File: src/rtl/cpu_clock_controller.sv
// rtl/cpu_clock_controller.sv - programmable CPU clock divider with run/halt and debounced single-step
module cpu_clock_controller #(
    parameter int DIV_W           = 8,
    parameter int DEBOUNCE_CYCLES = 16,
    parameter int DEB_W           = 16
) (
    input  logic             main_clk,
    input  logic             resetn,
    input  logic             run_sw,
    input  logic             step_key,
    input  logic [DIV_W-1:0] div_ratio,
    output logic             clock_out,
    output logic             mem_clk,
    output logic             halted,
    output logic [31:0]      cycle_count
);

    typedef enum logic [1:0] {
        ST_HALT,
        ST_RUN,
        ST_STEP
    } state_t;

    localparam logic [DIV_W-1:0] ONE      = DIV_W'(1);
    localparam logic [DEB_W-1:0] DEB_ONE  = DEB_W'(1);
    localparam logic [DEB_W-1:0] DEB_LAST = DEB_W'(DEBOUNCE_CYCLES - 1);

    state_t             state;
    state_t             next_state;
    logic               run_meta;
    logic               run_sync;
    logic               step_meta;
    logic               step_sync;
    logic               deb_level;
    logic               deb_prev;
    logic [DEB_W-1:0]   deb_cnt;
    logic               step_press;
    logic [DIV_W-1:0]   half_reg;
    logic [DIV_W-1:0]   cnt;
    logic [DIV_W-1:0]   eff_n;
    logic               at_end;
    logic               toggle;

    assign mem_clk    = main_clk;
    assign eff_n      = (div_ratio == '0) ? ONE : div_ratio;
    assign at_end     = (cnt == half_reg - ONE);
    assign step_press = deb_level & ~deb_prev;

    always_ff @(posedge main_clk or negedge resetn) begin
        if (!resetn) begin
            run_meta  <= 1'b0;
            run_sync  <= 1'b0;
            step_meta <= 1'b0;
            step_sync <= 1'b0;
        end else begin
            run_meta  <= run_sw;
            run_sync  <= run_meta;
            step_meta <= step_key;
            step_sync <= step_meta;
        end
    end

    // Level only follows the key after an unbroken run of differing samples.
    always_ff @(posedge main_clk or negedge resetn) begin
        if (!resetn) begin
            deb_level <= 1'b0;
            deb_prev  <= 1'b0;
            deb_cnt   <= '0;
        end else begin
            deb_prev <= deb_level;
            if (step_sync != deb_level) begin
                if (deb_cnt == DEB_LAST) begin
                    deb_level <= step_sync;
                    deb_cnt   <= '0;
                end else begin
                    deb_cnt <= deb_cnt + DEB_ONE;
                end
            end else begin
                deb_cnt <= '0;
            end
        end
    end

    always_ff @(posedge main_clk or negedge resetn) begin
        if (!resetn) begin
            state <= ST_HALT;
        end else begin
            state <= next_state;
        end
    end

    always_comb begin
        next_state = state;
        toggle     = 1'b0;
        case (state)
            ST_HALT: begin
                if (run_sync) begin
                    next_state = ST_RUN;
                end else if (step_press) begin
                    next_state = ST_STEP;
                end
            end
            ST_RUN: begin
                if (run_sync) begin
                    toggle = at_end;
                end else if (clock_out) begin
                    // A halt request waits for the high phase to finish.
                    toggle = at_end;
                    if (at_end) begin
                        next_state = ST_HALT;
                    end
                end else begin
                    next_state = ST_HALT;
                end
            end
            ST_STEP: begin
                toggle = at_end;
                if (at_end && clock_out) begin
                    next_state = run_sync ? ST_RUN : ST_HALT;
                end
            end
            default: next_state = ST_HALT;
        endcase
    end

    always_ff @(posedge main_clk or negedge resetn) begin
        if (!resetn) begin
            clock_out   <= 1'b0;
            cnt         <= '0;
            half_reg    <= ONE;
            cycle_count <= 32'd0;
            halted      <= 1'b1;
        end else begin
            halted <= (next_state == ST_HALT);
            // Ratio is sampled only at phase boundaries so a change never bends a phase.
            if (state == ST_HALT || toggle) begin
                half_reg <= eff_n;
            end
            if (state == ST_HALT || next_state == ST_HALT || toggle) begin
                cnt <= '0;
            end else begin
                cnt <= cnt + ONE;
            end
            if (toggle) begin
                clock_out <= ~clock_out;
                if (!clock_out) begin
                    cycle_count <= cycle_count + 32'd1;
                end
            end
        end
    end

endmodule

File: config.mk
export PLATFORM = sky130hd
export DESIGN_NAME = cpu_clock_controller
export DESIGN_NICKNAME = d
export VERILOG_FILES = /design/src/rtl/cpu_clock_controller.sv
export SDC_FILE = /design/constraint.sdc
export NUM_CORES = 1
export LEC_CHECK = 0
export ABC_AREA = 1
export CAP_MARGIN = 40
export CORE_UTILIZATION = 55
export DETAILED_ROUTE_END_ITERATION = 12
export GPL_ROUTABILITY_DRIVEN = 0
export GPL_TIMING_DRIVEN = 0
export PLACE_DENSITY = 0.78
export SETUP_SLACK_MARGIN = 0.5
export SYNTH_ARGS = -nofsm -noshare
export SYNTH_HDL_FRONTEND = slang
export SYNTH_SLANG_ARGS = --single-unit
File: constraint.sdc
create_clock -name main_clk -period 2.5 [get_ports main_clk]
set_input_delay 0.25 -clock main_clk [delete_from_list [all_inputs] [get_ports main_clk]]
set_output_delay 0.25 -clock main_clk [all_outputs]
set_load 0.03 [all_outputs]
==> flow_summary.yaml <==
global_route:
  grt_max_degree: 55
  overflow: 0
  grt_pass1_wl_mm: 18.18
  grt_usage: 0.2846
  grt_pass1_vias: 3888
  grt_antenna_before_repair: 0
pwr:
  total_power_mw: 4.131
  power_density_nw_per_um2: 683.5
  vdd_drop_max_mv: 0.5319
  p_leak_nw: 2.761
yosys:
  ys_seq_area_frac: 0.4271
  synth.yosys.warnings: 0
  yosysUniqueCellTypes: 35
  syn_nets: 583
  synthDominantCellAreaShare: 0.4150
  synthAdderAreaFrac: 0.02305
  synth_area_um2: 4342
  synth-simple-area-share: 0.3037
  synth-compound-area-share: 0.07233
  muxShareOfSynthArea: 0
  synth_top_family_by_area: "simple AND/OR/NAND/NOR gates"
  netlist_instances: 563
  ys_seq_elements: 74
  yosysTopAreaCell: "dfrtp_1"
  syn_avg_cell_area_um2: 7.712
  synthXorXnorAreaFrac: 0.07666
  synth_area_leaders: "dfrtp_1 (41%), nand2_1 (12%), inv_1 (8.2%), nor2_1 (5.4%), xor2_1 (4.8%)"
run_status:
  status: "finished clean"
placed_design:
  placed_cell_area_um2: 5009
  portBuffers: 46
  dp_hpwl_mm: 7.098
sta:
  fin_crit_sh: 0.9884
  max_freq_mhz: 404.7
  drv_slew: 0
  fin_crit_ns: 2.471
  hold_slack_ns: 0.2129
  setup_violations: 0
  worst_pin_slew_ns: 0.6606
  hold_viol_final: 0
  skew_ns: 0.009975
  max-slew-margin-rel: 0.5587
  tns_ns: 0
  rsz0062_at_grt: "yes"
setup_path:
  worst_ep_required_time_ns: 2.88
  critPathCaptureType: "flip-flop"
  crit_fanout: 5
  worstPathCellList: "inv_4 -> ha_4 -> inv_2 -> nand2_1 -> nand2_1 -> nor2_2 -> buf_4 -> inv_2 -> nor2_4 -> nand2_2 -> a21oi_2 -> nand2_1 -> o21ai_2 -> nand3_4 -> buf_8 -> buf_12 -> o21ai_2"
  cp.arrival_ns: 2.85
  max_stage_delay_ns: 0.58
  critPathSlowestCell: "dfstp_2"
  path_class: "reg2reg"
  critPathLaunchType: "flip-flop"
  path_common_cell: "nand2_1"
route:
  viasPerCell: 5.378
  first_pass_iters: 5
  drc_errors: 0
  vias: 4141
  drtAntennaViolNets: 0
  drtIter0Drc: 243
  wirelength_mm: 11.82
  wl_per_cell_um: 15.35
clocking:
  clk_pin_slew_ns: 0.08
  cts_tree: "yes"
  clock_latency_ns: 0.47
finish:
  antenna_cells: 0
  multiInputGateArea_um2: 2439
  largestRegisters: "cycle_count x32, deb_cnt x16"
  design_area_um2: 6045
  syn2layout_area_growth_pct: 39.22
  largest_register: "cycle_count"
  drive_gt1_frac: 0.2500
  fillers: 477
  largest_register_ff_count: 32
  nets: 683
  seq_area_um2: 1854
die:
  pin_count: 47
  die-area_um2: 8253
  die_y_um: 90.85
  die_w_um: 90.85
  rows: 32
  initial_core_util: 0.5648
  core-area_um2: 7687
job:
  cap_violations: 0
min_path:
  hp-class: "in2async"
-- cells by family after synthesis --
group                    after synthesis
buffers and inverters                104
flip-flops                            74
AND/OR/NAND/NOR                      291
AO/OA/AOI/OAI                         48
adder cells (fa/ha/maj)                8
XOR/XNOR                              38
-- final timing paths --
check / from / endpoint / slack (ns) / depth (start not counted)
worst min-delay path: resetn / state[0] / 0.21 / 2
worst min register to register: step_meta / step_sync / 0.35 / 0
worst max-delay path: half_reg[0] / cycle_count[13] / 0.03 / 17
worst max register to register: half_reg[0] / cycle_count[13] / 0.03 / 17
min in group main_clk: step_key / step_meta / 0.22 / 1
max in group asynchronous: resetn / half_reg[0] / 1.68 / 3
-- layout make-up --
cell class | count | share of cell area
Tap cell | 102 | 0.02111
Inverter | 97 | 0.06065
Buffer | 7 | 0.01408
Clock buffer | 15 | 0.03374
Multi-Input combinational cell | 386 | 0.4034
Sequential cell | 74 | 0.3068
Timing Repair Buffer | 84 | 0.1461
Clock inverter | 5 | 0.01408
-- cells in the mapped netlist, drive strengths merged --
master / number
clkbuf: 1
or2: 1
a221oi: 1
o21ai: 30
nand4: 11
nor2: 70
dfstp: 2
a21oi: 15
xor2: 24
nor3b: 2
nor3: 23
inv: 97
nor4: 10
xnor2: 14
nand2: 147
ha: 8
and3: 1
buf: 6
a21boi: 1
nand3b: 3
dfrtp: 72
a41oi: 1
nand3: 23
-- timing repair --
| action | in CTS | in global routing |
|---|---|---|
| hold buffers | 1 | 0 |
| endpoints found under the hold margin | 20 | 0 |
| pin swaps | 10 | 23 |
| cloned | 4 | 1 |
| setup endpoints to repair | 54 | 62 |
| setup buffers | 18 | 15 |
| resized for setup | 40 | 78 |
-- through the flow --
step           worst slack [ns]  cells  utilization
3_5_place_dp            0.05057    712       0.6515
4_1_cts                  0.1174    754       0.7331
6_report                0.02907    770       0.7863
2_1_floorplan            0.2786    563            -
5_1_grt                -0.06229    770       0.7863
3_3_place_gp             -1.381    711       0.6483
-- metal layers --
metal | global-route usage | routed length (um) | part of all wire
met2 | 0.4501 | 5789 | 0.49
met4 | 0.1402 | 389 | 0.033
met3 | 0.07155 | 737 | 0.062
met1 | 0.3644 | 4903 | 0.41
met5 | 0 | 0 | 0
-- cells in the final DEF (no fill, tap or decap), drive strengths merged, types with 11 or more instances in the layout --
master / netlist / layout
dfrtp: 72 / 72
nand2: 147 / 147
a21oi: 15 / 15
nand4: 11 / 11
nor3: 23 / 23
xnor2: 14 / 14
clkbuf: 1 / 15
clkdlybuf4s50: 0 / 41
o21ai: 30 / 30
nor2: 70 / 71
xor2: 24 / 24
nand3: 23 / 23
inv: 97 / 98
buf: 6 / 46
-- critical path: cells and delay by family, from the launching register on --
kind / cells / cell delay (ns)
and+or+nand+nor: 7 / 0.61
DFF: 1 / 0.58
AOI/OAI and AO/OA: 3 / 0.34
adders and majority gates: 1 / 0.26
buffers and inverters: 6 / 0.56
-- power breakdown --
part	total, mW	internal (mW)	leakage, nW	switching [mW]
Combinational	1.36	0.565	1.62	0.799
Clock	1.32	0.774	0.149	0.546
Sequential	1.45	1.32	0.996	0.130
Total	4.13	2.66	2.76	1.48
(Power assumes the default switching activity.)
